[config.mk]
export PLATFORM = sky130hd
export DESIGN_NAME = sdram_port_arbiter
export DESIGN_NICKNAME = d
export VERILOG_FILES = /design/src/rtl/sdram_arb_pkg.sv /design/src/rtl/sdram_rr_pick.sv /design/src/rtl/sdram_port_arbiter.sv
export SDC_FILE = /design/constraint.sdc
export NUM_CORES = 1
export LEC_CHECK = 0
export ABC_AREA = 1
export BUFFER_PORTS_ARGS = -buffer_cell sky130_fd_sc_hd__buf_4
export CORE_MARGIN = 1
export CORE_UTILIZATION = 56
export CTS_BUF_LIST = sky130_fd_sc_hd__clkbuf_4
export CTS_CLUSTER_SIZE = 25
export DETAILED_ROUTE_END_ITERATION = 8
export PLACE_DENSITY = 0.88
export SYNTH_ARGS = -nofsm -noshare
export SYNTH_HDL_FRONTEND = slang
export SYNTH_SLANG_ARGS = --single-unit
[constraint.sdc]
create_clock -name clk_sys -period 2.95 [get_ports clk_sys]
set_clock_uncertainty 0.15 [all_clocks]
set_input_delay 0 -clock clk_sys [delete_from_list [all_inputs] [get_ports clk_sys]]
set_output_delay 0 -clock clk_sys [all_outputs]
set_load 0.03 [all_outputs]
[src/rtl/sdram_arb_pkg.sv]
// Shared types and constants for the SDRAM port arbiter.
package sdram_arb_pkg;

  typedef enum logic [2:0] {
    IDLE    = 3'd0,
    ISSUE   = 3'd1,
    ACCEPT  = 3'd2,
    WAITRDY = 3'd3,
    DONE    = 3'd4
  } state_t;

  localparam logic [1:0] GNT_C0 = 2'd0;
  localparam logic [1:0] GNT_C1 = 2'd1;
  localparam logic [1:0] GNT_DL = 2'd2;

  localparam int DEF_TIMEOUT = 255;

endpackage

[src/rtl/sdram_rr_pick.sv]
// Two-way round-robin select between the tile and sprite clients.
module sdram_rr_pick
  import sdram_arb_pkg::*;
(
  input  logic       req0,
  input  logic       req1,
  input  logic       last,
  output logic [1:0] gnt_id,
  output logic       valid
);

  // On a tie the client that was not served last wins.
  always_comb begin
    gnt_id = GNT_C0;
    valid  = 1'b0;
    case ({req1, req0})
      2'b01: begin
        gnt_id = GNT_C0;
        valid  = 1'b1;
      end
      2'b10: begin
        gnt_id = GNT_C1;
        valid  = 1'b1;
      end
      2'b11: begin
        gnt_id = last ? GNT_C0 : GNT_C1;
        valid  = 1'b1;
      end
      default: begin
        gnt_id = GNT_C0;
        valid  = 1'b0;
      end
    endcase
  end

endmodule

[src/rtl/sdram_port_arbiter.sv]
// Shares one byte-wide SDRAM controller port between the ROM download writer
// and two read clients, one transaction at a time.
module sdram_port_arbiter
  import sdram_arb_pkg::*;
#(
  parameter int AW      = 25,
  parameter int DW      = 8,
  parameter int TIMEOUT = DEF_TIMEOUT
) (
  input  logic          clk_sys,
  input  logic          reset,
  input  logic          dl_active,
  input  logic          dl_wr,
  input  logic [AW-1:0] dl_addr,
  input  logic [DW-1:0] dl_data,
  output logic          dl_wait,
  input  logic          c0_req,
  input  logic [AW-1:0] c0_addr,
  output logic [DW-1:0] c0_data,
  output logic          c0_ack,
  input  logic          c1_req,
  input  logic [AW-1:0] c1_addr,
  output logic [DW-1:0] c1_data,
  output logic          c1_ack,
  output logic [AW-1:0] sd_addr,
  output logic [DW-1:0] sd_din,
  output logic          sd_rd,
  output logic          sd_we,
  input  logic [DW-1:0] sd_dout,
  input  logic          sd_ready,
  output logic          err
);

  localparam int CW = (TIMEOUT < 2) ? 1 : $clog2(TIMEOUT + 1);
  localparam logic [CW-1:0] TO_LAST = CW'(TIMEOUT - 1);

  state_t        state_r;
  logic [1:0]    gnt_r;
  logic          ptr_r;        // client preferred on the next tie
  logic          pend_r;
  logic [AW-1:0] hold_addr_r;
  logic [DW-1:0] hold_data_r;
  logic [CW-1:0] cnt_r;

  logic [1:0]    pick_gnt_s;
  logic          pick_valid_s;
  logic          rdy_hit_s;
  logic          to_hit_s;
  logic [DW-1:0] end_data_s;

  sdram_rr_pick u_pick (
    .req0   (c0_req),
    .req1   (c1_req),
    .last   (~ptr_r),
    .gnt_id (pick_gnt_s),
    .valid  (pick_valid_s)
  );

  // Completion conditions: controller result, or the wait budget used up.
  always_comb begin
    rdy_hit_s  = 1'b0;
    to_hit_s   = 1'b0;
    end_data_s = {DW{1'b1}};
    if (state_r == WAITRDY && sd_ready) begin
      rdy_hit_s = 1'b1;
    end else begin
      rdy_hit_s = 1'b0;
    end
    if ((state_r == ACCEPT || state_r == WAITRDY) && !rdy_hit_s && cnt_r == TO_LAST) begin
      to_hit_s = 1'b1;
    end else begin
      to_hit_s = 1'b0;
    end
    if (rdy_hit_s) begin
      end_data_s = sd_dout;
    end else begin
      end_data_s = {DW{1'b1}};
    end
  end

  // Download capture, transaction sequencer and all registered outputs.
  always_ff @(posedge clk_sys) begin
    if (reset) begin
      state_r     <= IDLE;
      gnt_r       <= GNT_C0;
      ptr_r       <= 1'b0;
      pend_r      <= 1'b0;
      hold_addr_r <= {AW{1'b0}};
      hold_data_r <= {DW{1'b0}};
      cnt_r       <= {CW{1'b0}};
      dl_wait     <= 1'b0;
      c0_data     <= {DW{1'b0}};
      c1_data     <= {DW{1'b0}};
      c0_ack      <= 1'b0;
      c1_ack      <= 1'b0;
      sd_addr     <= {AW{1'b0}};
      sd_din      <= {DW{1'b0}};
      sd_rd       <= 1'b0;
      sd_we       <= 1'b0;
      err         <= 1'b0;
    end else begin
      c0_ack <= 1'b0;
      c1_ack <= 1'b0;
      sd_rd  <= 1'b0;
      sd_we  <= 1'b0;

      if (dl_wr) begin
        if (pend_r) begin
          err <= 1'b1;
        end else begin
          hold_addr_r <= dl_addr;
          hold_data_r <= dl_data;
          pend_r      <= 1'b1;
          dl_wait     <= 1'b1;
        end
      end

      case (state_r)
        IDLE: begin
          if (sd_ready && pend_r) begin
            gnt_r   <= GNT_DL;
            sd_addr <= hold_addr_r;
            sd_din  <= hold_data_r;
            sd_we   <= 1'b1;
            state_r <= ISSUE;
          end else if (sd_ready && !dl_active && pick_valid_s) begin
            gnt_r   <= pick_gnt_s;
            ptr_r   <= (pick_gnt_s == GNT_C0);
            sd_addr <= (pick_gnt_s == GNT_C1) ? c1_addr : c0_addr;
            sd_rd   <= 1'b1;
            state_r <= ISSUE;
          end
        end
        ISSUE: begin
          cnt_r   <= {CW{1'b0}};
          state_r <= ACCEPT;
        end
        ACCEPT, WAITRDY: begin
          if (rdy_hit_s || to_hit_s) begin
            if (to_hit_s) begin
              err <= 1'b1;
            end
            if (gnt_r == GNT_C0) begin
              c0_data <= end_data_s;
              c0_ack  <= 1'b1;
            end else if (gnt_r == GNT_C1) begin
              c1_data <= end_data_s;
              c1_ack  <= 1'b1;
            end
            state_r <= DONE;
          end else begin
            cnt_r <= cnt_r + 1'b1;
            if (state_r == ACCEPT && !sd_ready) begin
              state_r <= WAITRDY;
            end
          end
        end
        DONE: begin
          if (gnt_r == GNT_DL) begin
            pend_r  <= 1'b0;
            dl_wait <= 1'b0;
          end
          state_r <= IDLE;
        end
        default: begin
          state_r <= IDLE;
        end
      endcase
    end
  end

endmodule

==> out/metrics.cfg, run 1 <==
[setup_path]
setup.worst_path.end=sd_addr[13]
arrival_ps=2820
cp-start-kind=register
r2r_cells=8
r2r_slack_ps=350
cp-startpoint=ptr_r
r2r_start=ptr_r
endpoint_kind=register
critPathMaxFanout=29
crit_required_ps=3170
r2r_end=sd_addr[13]
crit_type=reg -> reg

[synth]
synth.most_common_cell=nor2_1
synthCells=695
synth_seq_cells=103
syn_area_per_cell_sq_um=6.71
syn_nets=795
yosys_most_used_dff=dfxtp_1
synth_edf_count=0
ys_warn_count=0
synth_top_cell_by_area=dfxtp_1
ys_top_cells_by_count=nor2_1, nand2_1, dfxtp_1
yosys.area.top_type_share=0.442
netlist_top_cells_area=dfxtp_1, nor2_1, nand2_1
seq_area_frac_synth=0.442
async_flop_share=0
synth_area_sq_um=4660
synth.distinct_cells=27

[floorplan]
die_width_microns=93.3
rows=32
initial_core_util=0.591
die_area_sq_um=8700
num_io_pins=153
core_sq_um=7890
fp.dieH_microns=93.3

[global_routing]
antenna_found_initial=0
overflow=0
grt_pass1_vias=5482
grtUsageTotal=0.366
grt_pass1_wl_microns=24800
grt_max_degree=60

[clock_network]
clkTransAtPathRegs_ps=180
cts_tree=built
cts_made_buffers=9
worstSkewPairLatency_ps=460
clock_sinks=103
post-cts-setup-buffers=0
cts-resized-gates=0
clockBufferDepth=2
cts_root_buffer=clkbuf_4
htree_levels=3

[timing]
tns_ps=0
maxSlewViolCount=0
hold_violations=0
max_freq_ghz=0.384
rsz0062_at_grt=no
tightest_slew_ps=859
min_period_ps=2600
relSlewSlack=0.427
setup_viol=0
finalCritPeriodShare=0.882

[drt]
viasPerCell=5.42
drtIter0Drc=282
post-route-drc-count=0
wire_per_inst_microns=15.3
antenna_left=0
firstDrtPassIters=6
vias=5606
wirelength_microns=15800

[final_layout]
seq_area_sq_um=2060
fillers=423
diodes=0
nets=1027
drive_gt1_frac=0.210
syn_to_final_growth_pct=47.8
multi_input_area_sq_um=2150

[job]
cap_violations=0

[hold_path]
hp-class=in -> reg

[power]
vdd_drop_max_uv=403
power_uw=3850
p_leak_uw=0.00330
power_density_nw_per_um2=558

[placed_design]
gp_congestion=0.831
io_buffers=152
dpl.hpwl_microns=8280

[status]
status=completed

-- worst min path at each step --
stage                            to  depth (start not counted)   startpoint
finish              hold_addr_r[23]                          4  dl_addr[23]
global route         hold_addr_r[6]                          4   dl_addr[6]
CTS                 hold_addr_r[17]                          4  dl_addr[17]
detailed placement   hold_addr_r[7]                          3   dl_addr[7]
global placement     hold_addr_r[5]                          3   dl_addr[5]
floorplan                     sd_rd                          1        reset
-- sequential cells by signal, indices dropped and copies added, names as in the netlist, 2 cells and up --
register     cells
hold_addr_r     25
hold_data_r      8
sd_addr         25
c1_data          8
gnt_r            2
sd_din           8
c0_data          8
state_r          3
cnt_r            8
-- cell families (layout without fill, tap and decap cells) --
logic type / Yosys count / in the layout / share of synthesized area
AO/OA/AOI/OAI: 125 / 125 / 0.139
adder cells (fa/ha/maj): 2 / 2 / 0.00536
AND/OR/NAND/NOR: 359 / 359 / 0.314
flip-flops: 103 / 103 / 0.442
buffers and inverters: 106 / 343 / 0.0995
-- layer usage --
layer,global-route usage,up-vias,share of wire
li1,-,2634,-
met1,0.380,2575,0.37
met2,0.646,299,0.50
met3,0.0756,98,0.067
met4,0.272,0,0.060
met5,0,-,0
-- power breakdown --
group          internal [uW]  total, uW  switching, uW
Sequential              1580       1710            134
Combinational            560       1440            883
Clock                    183        691            508
Total                   2320       3850           1520
-- per-stage QoR --
stage	setup slack (ps)	hold WS, ps	util	cells	instance area (sq um)
after floorplan	1480	-71.5	-	695	4660
after global placement	1130	72.8	0.735	921	5800
after detailed placement	1050	76.2	0.735	921	5800
after CTS	501	135	0.874	1034	6900
after global routing	262	149	0.874	1034	6900
final	349	156	0.874	1034	6900
-- layout by cell type (no fill, tap or decap), types with 2 or more instances in the layout --
| cell | n |
|---|---|
| nand4_1 | 17 |
| nand3_1 | 10 |
| a21oi_1 | 27 |
| dfxtp_1 | 103 |
| o21ai_1 | 8 |
| dlygate4sd3_1 | 97 |
| clkinv_1 | 2 |
| clkbuf_4 | 9 |
| ha_1 | 2 |
| nand2_2 | 2 |
| nand2_1 | 129 |
| nand2_4 | 2 |
| nor2_4 | 2 |
| nor2_1 | 190 |
| clkinv_4 | 3 |
| inv_1 | 61 |
| buf_4 | 159 |
| inv_2 | 7 |
| nand3_2 | 3 |
| o21ai_0 | 86 |
| inv_6 | 2 |
-- worst max-delay path, cell delays in order (launching register included) --
cell and delay, ps:
dfxtp_1 380, o21ai_4 610, buf_4 320, nand2_1 80, o21ai_0 90, dlygate4sd3_1 590, nor2_1 50, nor2_1 160
nor2_1 70
-- cell type report --
| class | count | share of cell area |
|---|---|---|
| clock buffers | 9 | 0.00980 |
| clock inverters | 7 | 0.00817 |
| inverters | 71 | 0.0390 |
| multi-input cells | 486 | 0.312 |
| flip-flops and latches | 103 | 0.299 |
| well taps | 102 | 0.0185 |
| repair buffers | 256 | 0.314 |
-- repair_timing --
action,4_1_cts,5_1_grt
hold buffers,97,0
endpoints found under the setup margin,0,0
hold endpoints to repair,88,0
No activity file was read; power rests on OpenSTA's default activity.
==> run 2: changes to the inputs <==
Settings changed: CORE_UTILIZATION 56 to 45, PLACE_DENSITY 0.88 to 0.73, REMOVE_ABC_BUFFERS set to 1.
==> out/metrics.cfg, run 2 (same netlist as run 1, synthesis figures left out) <==
[final_layout]
fillers=784  ; +85%
multi_input_area_sq_um=2150  ; unchanged
seq_area_sq_um=2060  ; unchanged
nets=1028  ; +0.097%
top_regs=hold_addr_r (25), sd_addr (25)
final_common_cell=nor2_1
syn_to_final_growth_pct=49.5
final_cell_area_sq_um=6970  ; +1.1%
diodes=0  ; unchanged
drive_gt1_frac=0.208  ; -0.00237
layout_common_cells=nor2_1, buf_4, nand2_1

[global_routing]
antenna_found_initial=0  ; unchanged
grt_max_degree=65  ; +8.3%
grt_pass1_vias=5057  ; -7.8%
overflow=0  ; unchanged
grt_pass1_wl_microns=22500  ; -9.5%
grtUsageTotal=0.253  ; -0.113

[setup_path]
r2r_cells=8  ; unchanged
endpoint_kind=register
arrival_ps=2440  ; -380 ps
cp_slowest_cell=dlygate4sd3_1
crit_chain=o21ai_4, buf_4, nand2_1, o21ai_0, dlygate4sd3_1, nor2_1, nor2_1, nor2_1
slowest_delay_ps=580  ; -30 ps
crit_required_ps=3160  ; about the same
critPathMaxFanout=51  ; +76%
cp-start-kind=register
path_common_cell=nor2_1
crit_type=reg -> reg

[clock_network]
cts_root_buffer=clkbuf_4
clockBufferDepth=2  ; unchanged
htree_levels=3  ; unchanged
clkTransAtPathRegs_ps=150  ; -30 ps
post-cts-setup-buffers=0  ; unchanged
cts_made_buffers=9  ; unchanged
clock_sinks=103  ; unchanged
cts-resized-gates=0  ; unchanged
worstSkewPairLatency_ps=460  ; about the same
cts_tree=built

[floorplan]
fp.dieH_microns=104  ; +11%
core_sq_um=9910  ; +26%
rows=36  ; +13%
die_area_sq_um=10800  ; +24%
num_io_pins=153  ; unchanged
die_width_microns=104  ; +11%
initial_core_util=0.471  ; -0.121

[hold_path]
hp-class=in -> reg
min_path_cells=7  ; +3

[timing]
rsz0062_at_grt=no
tightest_slew_ps=879  ; +20.5 ps
relSlewSlack=0.413  ; -0.0137
min_period_ps=2240  ; -365 ps
setup_viol=0  ; unchanged
hold_violations=0  ; unchanged
tns_ps=0  ; unchanged
maxSlewViolCount=0  ; unchanged
finalCritPeriodShare=0.758  ; -0.124
max_freq_ghz=0.447  ; +16%

[drt]
vias=5170  ; -7.8%
post-route-drc-count=0  ; unchanged
wire_per_inst_microns=12.7  ; -17%
antenna_left=0  ; unchanged
firstDrtPassIters=5  ; -1
wirelength_microns=13500  ; -15%
viasPerCell=4.85  ; -11%
drtIter0Drc=171  ; -39%

[placed_design]
post_dp_cell_area_sq_um=5820  ; +0.41%
io_buffers=152  ; unchanged
dpl.hpwl_microns=8100  ; -2.2%
gp_congestion=0.836  ; +0.59%

[power]
power_density_nw_per_um2=553  ; -0.83%
p_leak_uw=0.00332  ; +0.68%
vdd_drop_max_uv=297  ; -26%

[status]
status=completed

[job]
cap_violations=0  ; unchanged

## run 2: critical path: cells and delay by family (launching register included)
kind | cells | cell delay, ps
flip-flops | 1 | 360
AO/OA/AOI/OAI | 2 | 260
buffers and inverters | 2 | 980
AND/OR/NAND/NOR | 4 | 370
## run 2: power by group
group	internal [uW]	switching, uW
sequential	1580	128
combinational	559	832
clock	268	490
## run 2: timing repair
action                                  CTS  global route
hold buffers                            100             0
endpoints found under the setup margin    0             0
endpoints found under the hold margin    96             0
## run 2: cell type report
type / count / area share
Timing Repair Buffer: 257 / 0.313
Sequential cell: 103 / 0.296
Tap cell: 133 / 0.0239
Clock inverter: 7 / 0.0113
Clock buffer: 9 / 0.00969
Multi-Input combinational cell: 486 / 0.308
Inverter: 71 / 0.0386
## run 2: path summary, 6_finish.rpt
path,from,to,slack (ps)
max,ptr_r,sd_addr[0],710
min,c1_req,ptr_r,140
max reg2reg,ptr_r,sd_addr[0],710
min reg2reg,c0_data[2],c0_data[2],310
## run 2: per-stage QoR
stage	util	worst slack [ps]	power, uW	std cells	hold WS (ps)
floorplan	-	627	2520	660	-80.9
global placement	0.588	1120	2940	950	71.6
detailed placement	0.588	1030	2980	950	78.3
CTS	0.704	734	3860	1066	117
global route	0.704	562	4090	1066	144
finish	0.704	714	3860	1066	143
## run 2: routing by layer
layer,routed length (microns),vias to the layer above,GRT usage
li1,-,2638,-
met1,5680,2321,0.301
met2,6710,178,0.447
met3,747,33,0.0478
met4,396,0,0.0990
met5,0,-,0
